File: src/rtl/reg_bank_initiator.sv
// reg_bank_initiator: single-beat bus initiator for a bank of DW-bit registers.
// Takes one read/write command on a valid/ready request channel and generates
// one clean chip-select/strobe cycle. It captures read data and returns the
// result on a valid/ready response channel. All outputs come from flops.
//
// Optional feature macro: READBACK_VERIFY_EN
//   When defined, every write is followed by a one-cycle read-back (VERIFY).
//   A mismatch with the written data sets rsp_err, and rsp_rdata then carries
//   the value that was read back.
//
// state  | meaning
// IDLE   | req_ready high, waiting for a command
// ACCESS | one strobe cycle to the addressed register
// VERIFY | read-back strobe after a write (READBACK_VERIFY_EN only)
// RESP   | rsp_valid high, holding the response until rsp_ready
module reg_bank_initiator #(
    parameter int DW    = 16,
    parameter int NREGS = 4,
    parameter int AW    = 2
) (
    input  logic             clk,
    input  logic             rst,
    input  logic             req_valid,
    output logic             req_ready,
    input  logic             req_we,
    input  logic [AW-1:0]    req_addr,
    input  logic [DW-1:0]    req_wdata,
    output logic             rsp_valid,
    input  logic             rsp_ready,
    output logic [DW-1:0]    rsp_rdata,
    output logic             rsp_err,
    output logic [NREGS-1:0] reg_cs,
    output logic             reg_w,
    output logic             reg_r,
    output logic [DW-1:0]    reg_din,
    input  logic [DW-1:0]    reg_dout
);

`ifdef READBACK_VERIFY_EN
    typedef enum logic [1:0] {IDLE, ACCESS, RESP, VERIFY} state_t;
`else
    typedef enum logic [1:0] {IDLE, ACCESS, RESP} state_t;
`endif

    localparam logic [NREGS-1:0] CS_ONE = NREGS'(1);
    localparam int unsigned      NREGS_U = NREGS;

    state_t           state_q, state_d;
    logic             req_ready_q, req_ready_d;
    logic             rsp_valid_q, rsp_valid_d;
    logic [DW-1:0]    rsp_rdata_q, rsp_rdata_d;
    logic             rsp_err_q, rsp_err_d;
    logic [NREGS-1:0] reg_cs_q, reg_cs_d;
    logic             reg_w_q, reg_w_d;
    logic             reg_r_q, reg_r_d;
    logic [DW-1:0]    reg_din_q, reg_din_d;
    logic             we_q, we_d;
    logic             addr_in_range;

`ifdef READBACK_VERIFY_EN
    // Address and write data are otherwise held in reg_cs/reg_din only for
    // the strobe cycle. VERIFY needs its own copies after the strobes drop.
    logic [AW-1:0]    addr_q, addr_d;
    logic [DW-1:0]    wdata_q, wdata_d;
`endif

    assign addr_in_range = (32'(req_addr) < NREGS_U);

    // State and output registers; reset drops every strobe asynchronously.
    always_ff @(posedge clk or posedge rst) begin
        if (rst) begin
            state_q     <= IDLE;
            req_ready_q <= 1'b1;
            rsp_valid_q <= 1'b0;
            rsp_rdata_q <= '0;
            rsp_err_q   <= 1'b0;
            reg_cs_q    <= '0;
            reg_w_q     <= 1'b0;
            reg_r_q     <= 1'b0;
            reg_din_q   <= '0;
            we_q        <= 1'b0;
`ifdef READBACK_VERIFY_EN
            addr_q      <= '0;
            wdata_q     <= '0;
`endif
        end else begin
            state_q     <= state_d;
            req_ready_q <= req_ready_d;
            rsp_valid_q <= rsp_valid_d;
            rsp_rdata_q <= rsp_rdata_d;
            rsp_err_q   <= rsp_err_d;
            reg_cs_q    <= reg_cs_d;
            reg_w_q     <= reg_w_d;
            reg_r_q     <= reg_r_d;
            reg_din_q   <= reg_din_d;
            we_q        <= we_d;
`ifdef READBACK_VERIFY_EN
            addr_q      <= addr_d;
            wdata_q     <= wdata_d;
`endif
        end
    end

    // Next-state and next-output logic; every register holds by default.
    always_comb begin
        state_d     = state_q;
        req_ready_d = req_ready_q;
        rsp_valid_d = rsp_valid_q;
        rsp_rdata_d = rsp_rdata_q;
        rsp_err_d   = rsp_err_q;
        reg_cs_d    = '0;
        reg_w_d     = 1'b0;
        reg_r_d     = 1'b0;
        reg_din_d   = '0;
        we_d        = we_q;
`ifdef READBACK_VERIFY_EN
        addr_d      = addr_q;
        wdata_d     = wdata_q;
`endif
        case (state_q)
            IDLE: begin
                req_ready_d = 1'b1;
                if (req_valid) begin
                    we_d        = req_we;
`ifdef READBACK_VERIFY_EN
                    addr_d      = req_addr;
                    wdata_d     = req_wdata;
`endif
                    req_ready_d = 1'b0;
                    rsp_rdata_d = '0;
                    if (addr_in_range) begin
                        state_d   = ACCESS;
                        rsp_err_d = 1'b0;
                        reg_cs_d  = CS_ONE << req_addr;
                        reg_w_d   = req_we;
                        reg_r_d   = ~req_we;
                        reg_din_d = req_we ? req_wdata : '0;
                    end else begin
                        // Out of range: skip the bus entirely.
                        state_d     = RESP;
                        rsp_valid_d = 1'b1;
                        rsp_err_d   = 1'b1;
                    end
                end
            end
            ACCESS: begin
                if (!we_q) begin
                    rsp_rdata_d = reg_dout;
                end
`ifdef READBACK_VERIFY_EN
                if (we_q) begin
                    state_d  = VERIFY;
                    reg_cs_d = CS_ONE << addr_q;
                    reg_r_d  = 1'b1;
                end else begin
                    state_d     = RESP;
                    rsp_valid_d = 1'b1;
                end
`else
                state_d     = RESP;
                rsp_valid_d = 1'b1;
`endif
            end
`ifdef READBACK_VERIFY_EN
            VERIFY: begin
                state_d     = RESP;
                rsp_valid_d = 1'b1;
                if (reg_dout != wdata_q) begin
                    rsp_err_d   = 1'b1;
                    rsp_rdata_d = reg_dout;
                end
            end
`endif
            RESP: begin
                if (rsp_ready) begin
                    state_d     = IDLE;
                    rsp_valid_d = 1'b0;
                    req_ready_d = 1'b1;
                    rsp_rdata_d = '0;
                    rsp_err_d   = 1'b0;
                end
            end
            default: begin
                state_d     = IDLE;
                req_ready_d = 1'b1;
                rsp_valid_d = 1'b0;
                rsp_rdata_d = '0;
                rsp_err_d   = 1'b0;
            end
        endcase
    end

    assign req_ready = req_ready_q;
    assign rsp_valid = rsp_valid_q;
    assign rsp_rdata = rsp_rdata_q;
    assign rsp_err   = rsp_err_q;
    assign reg_cs    = reg_cs_q;
    assign reg_w     = reg_w_q;
    assign reg_r     = reg_r_q;
    assign reg_din   = reg_din_q;

endmodule

File: config.mk
export PLATFORM = sky130hd
export DESIGN_NAME = reg_bank_initiator
export DESIGN_NICKNAME = d
export VERILOG_FILES = /design/src/rtl/reg_bank_initiator.sv
export SDC_FILE = /design/constraint.sdc
export NUM_CORES = 1
export LEC_CHECK = 0
export CAP_MARGIN = 10
export CELL_PAD_IN_SITES_DETAIL_PLACEMENT = 1
export CELL_PAD_IN_SITES_GLOBAL_PLACEMENT = 1
export CORE_ASPECT_RATIO = 1.5
export CORE_MARGIN = 4
export CORE_UTILIZATION = 30
export CTS_BUF_LIST = sky130_fd_sc_hd__clkbuf_4
export DETAILED_ROUTE_END_ITERATION = 6
export GPL_TIMING_DRIVEN = 0
export PLACE_DENSITY = 0.83
export SETUP_SLACK_MARGIN = 0.02
export SYNTH_ARGS = -nofsm -noshare
export SYNTH_HDL_FRONTEND = slang
export SYNTH_SLANG_ARGS = --single-unit
export TNS_END_PERCENT = 20
File: constraint.sdc
create_clock -name clk -period 1.5 [get_ports clk]
set_input_delay 0.3 -clock clk [delete_from_list [all_inputs] [get_ports clk]]
set_output_delay 0.3 -clock clk [all_outputs]
set_load 0.1 [all_outputs]
==> metrics list <==
- The run finished with clean final reports.
- For this design the static power due to leakage is 1.27 nW.
- Clk network pwr share: 0.126
- Synth top area share: 0.695
- In this run, synthesis produced a sequential element count of 43.
- Biggest cell delay along the critical path: 470 ps
- Total standard cell area after synthesis: 1510 µm²
* Maximum fanout along the worst path: 6
- Final HPWL from detailed placement: 3150 µm
- Setup violations remaining at the end of the flow were counted as 0.
* Diodes inserted: 0
- Compared with the post-synthesis result, the final layout area differs by 56.7%.
- The smallest clock period supported by the final layout is computed as 1460 ps.
- For this run, the detailed router's first-pass iteration total came to 3.
* Standard cell with the maximum stage delay on the critical path: sky130_fd_sc_hd__dfrtp_2
- GRT Resource Usage Total: 0.136
- Critical path class: flop to flop
- Dividing the final minimum period by the clock period gives 0.971.
- The worst hold path belongs to the class input port to async pin.
- The synthesized netlist contains 25 unique library cells.
* Cts hold-fix bufs: 0
- Across the run, the number of max-cap violations was 0.
- Slew margin rel.: 0.401
* Net count of the finished layout: 234
- After the flow finishes, the layout carries non-filler instances totaling 262.
* Boundary Pins: 80
- Synthesis produced a netlist whose cell count is 105.
* Sequence of cells on the critical path: or3b_4 > o31ai_4 > buf_4 > clkbuf_16 > a22o_1
* Int Pwr: 0.00260 W
- Yosys printed 0 warnings.
- Cts bufs inserted: 5
- Worst setup skew after layout: 5.40 ps
- Overall power consumption after layout is estimated at 0.00553 W.
* Placed Area: 2370 µm²
- Deepest level of the CTS H-tree: 2
* Post-detailed-route wirelength per cell: 17.1 µm
- Sum of overflow across all layers after global routing: 0
- Aggregate routed wire length: 4480 µm
- Counting every sink on the clock net gives 43.
* Sequential group share of total power: 0.296
- The count of endpoints failing hold in the final timing report came to 0.
- Cell types with the largest area share after synthesis: sky130_fd_sc_hd__dfrtp_1 70%, sky130_fd_sc_hd__a22o_1 9.3%, sky130_fd_sc_hd__and3_1 7.0%
- Core area: 4850 µm²
- Quantity of I/O buffers inserted on ports: 78
- Clk slew on worst S/H paths: 120 ps
- For this configuration, the core starts out at a cell density of 0.312.
- Counting every net in the synthesized netlist gives 144.
- Number of vias per cell: 4.56
* Share of the core filled with cells in the final layout: 0.489
- The number of antenna violations at the first check in global routing came to 0.
* Post-detailed-route DRC marker count: 0
* First-pass GRT wire length: 6460 µm
- Most area-hungry cell type in the Yosys netlist: sky130_fd_sc_hd__dfrtp_1
- Clock latency of the later-clocked register in the worst-skew pair: 330 ps
- Across all layers, the routed design uses 1,196 vias.
- The filler cells instantiated in the layout total 522.
- In the final layout, flip-flops and latches occupy 1080 µm².
- The worst setup path is launched from a flop.
- Kind of capture point of the worst setup path: flop
- The die is 94.9 µm tall.
- Data on the critical path is required at its endpoint by 1780 ps.
* Final instance area: 2370 µm²
- Switching pwr: 0.00293 W
- Transition at the pin with the smallest max-transition slack: 896 ps
- Max-slew violation count: 0
* Share of layout cells above drive strength 1: 0.337
- TritonCTS built the clock tree.
- # rows: 31
- Worst path arrival time: 1740 ps
* Final weighted congestion of routability-driven global placement: 0.625
* Sequential cell area fraction in the yosys report: 0.713
- Area of combinational cells with multiple inputs: 397 µm²
* Switching part of the total: 0.529
* Syn_area_per_cell: 14.4 µm²
- IR analysis of the VDD net gives a maximum drop of 768 µV.
- DRT iter0 DRCs: 29
- Of the total power, combinational logic draws 0.578.
- Post-DRT Antenna Nets: 0
- From left edge to right edge, the die measures 66.0 µm.
- Counting tap cells, the placed design contains a total of 249 instances.
- Top achievable clock speed: 686 MHz
- Dividing total power by cell area gives a power density of 2340 nW/µm².
- Root buf cell: sky130_fd_sc_hd__clkbuf_4
* Area of the die: 6260 µm²
- Maximum buffer depth of the clock tree: 2
- Vias in the first global route: 1,214
* Maximum number of pins on one net before global-route repair: 44
[Yosys cell counts]
library cell               instances
sky130_fd_sc_hd__clkbuf_1          1
sky130_fd_sc_hd__nor2b_1           1
sky130_fd_sc_hd__a21o_1            1
sky130_fd_sc_hd__o21a_1            1
sky130_fd_sc_hd__o21ai_0           1
sky130_fd_sc_hd__a22o_1           16
sky130_fd_sc_hd__inv_1             3
sky130_fd_sc_hd__nor3_1            1
sky130_fd_sc_hd__o22a_1            1
sky130_fd_sc_hd__or3b_4            1
sky130_fd_sc_hd__and2_1            1
sky130_fd_sc_hd__buf_4             1
sky130_fd_sc_hd__nor3b_1           1
sky130_fd_sc_hd__buf_2             3
sky130_fd_sc_hd__conb_1            1
sky130_fd_sc_hd__a21oi_1           1
sky130_fd_sc_hd__dfrtp_1          42
sky130_fd_sc_hd__and3_1           17
sky130_fd_sc_hd__nor2_1            3
sky130_fd_sc_hd__nand2_1           2
sky130_fd_sc_hd__nor2b_2           1
sky130_fd_sc_hd__buf_8             1
sky130_fd_sc_hd__nand2b_1          2
sky130_fd_sc_hd__o31ai_4           1
sky130_fd_sc_hd__dfstp_2           1
[final cells by class]
cell class / instances / area share
Buffer: 6 / 0.0195
Clock buffer: 5 / 0.0158
Clock inverter: 3 / 0.0164
Inverter: 3 / 0.00475
Multi-Input combinational cell: 53 / 0.167
Sequential cell: 43 / 0.456
Tap cell: 66 / 0.0349
Timing Repair Buffer: 83 / 0.285
[routing by layer]
layer / routed length (µm) / up-vias / GRT usage
li1: - / 550 / -
met1: 1720 / 583 / 0.157
met2: 2320 / 59 / 0.234
met3: 398 / 4 / 0.0524
met4: 44 / 0 / 0.0356
met5: 0 / - / 0
[critical path: cells and delay by family, from the launching register on]
kind            cells  cell delay (ps)
simple gates        1              420
buf+inv             2              310
compound gates      2              200
flops               1              470
[kinds of logic after synthesis]
logic type             synth area share
DFF                               0.713
buffers and inverters            0.0348
and+or+nand+nor                   0.121
other                           0.00248
AOI/OAI and AO/OA                 0.129
[placed cells by master (no fill, tap or decap), types with 2 or more instances in the layout]
cell	count
sky130_fd_sc_hd__dfrtp_1	40
sky130_fd_sc_hd__buf_4	5
sky130_fd_sc_hd__nand2_1	2
sky130_fd_sc_hd__clkbuf_4	18
sky130_fd_sc_hd__dfrtp_2	2
sky130_fd_sc_hd__a22o_1	16
sky130_fd_sc_hd__buf_2	28
sky130_fd_sc_hd__inv_1	2
sky130_fd_sc_hd__buf_6	2
sky130_fd_sc_hd__clkdlybuf4s50_1	38
sky130_fd_sc_hd__and3_1	17
sky130_fd_sc_hd__nor2_1	2
[final timing paths]
path	endpoint	depth (start not counted)	slack [ps]	startpoint
worst max-delay path	rsp_rdata[7]	5	40	state_q[0]
worst min-delay path	rsp_rdata[3]	2	480	rst
worst max register to register	rsp_rdata[7]	5	40	state_q[0]
worst min register to register	rsp_valid	1	490	rsp_valid
max in group asynchronous	state_q[1]	2	410	rst
min in group clk	rsp_valid	1	490	rsp_valid
[state kept, by name (all words and copies together), names as in the netlist]
signal	count
reg_cs	4
reg_din	16
reg_r	1
reg_w	1
req_ready	1
rsp_rdata	16
rsp_valid	1
state_q	2
we_q	1
[power by group through the flow]
stage / Clock, W / Combinational, W / Sequential, W
floorplan: 0 / 0.000545 / 0.00343
global placement: 0 / 0.00310 / 0.00162
detailed placement: 0 / 0.00313 / 0.00164
CTS: 0.000720 / 0.00296 / 0.00163
global route: 0.000766 / 0.00331 / 0.00168
finish: 0.000699 / 0.00320 / 0.00164
[stage by stage]
step	setup slack [ps]	hold WS [ps]	TNS [ps]
6_report	43.1	478	0
5_1_grt	-1.68	506	-2.43
2_1_floorplan	199	365	0
3_3_place_gp	-649	465	-43340
3_5_place_dp	-463	474	-16990
4_1_cts	-62.7	498	-62.7
[repair_timing]
| action | CTS | global route |
|---|---|---|
| pin swaps | 0 | 2 |
| setup endpoints to repair | 51 | 27 |
| cloned | 0 | 1 |
| resized for setup | 206 | 17 |
| setup buffers | 0 | 4 |
| endpoints found under the hold margin | 0 | 0 |
Note: power is estimated with default switching activity, not from simulation.
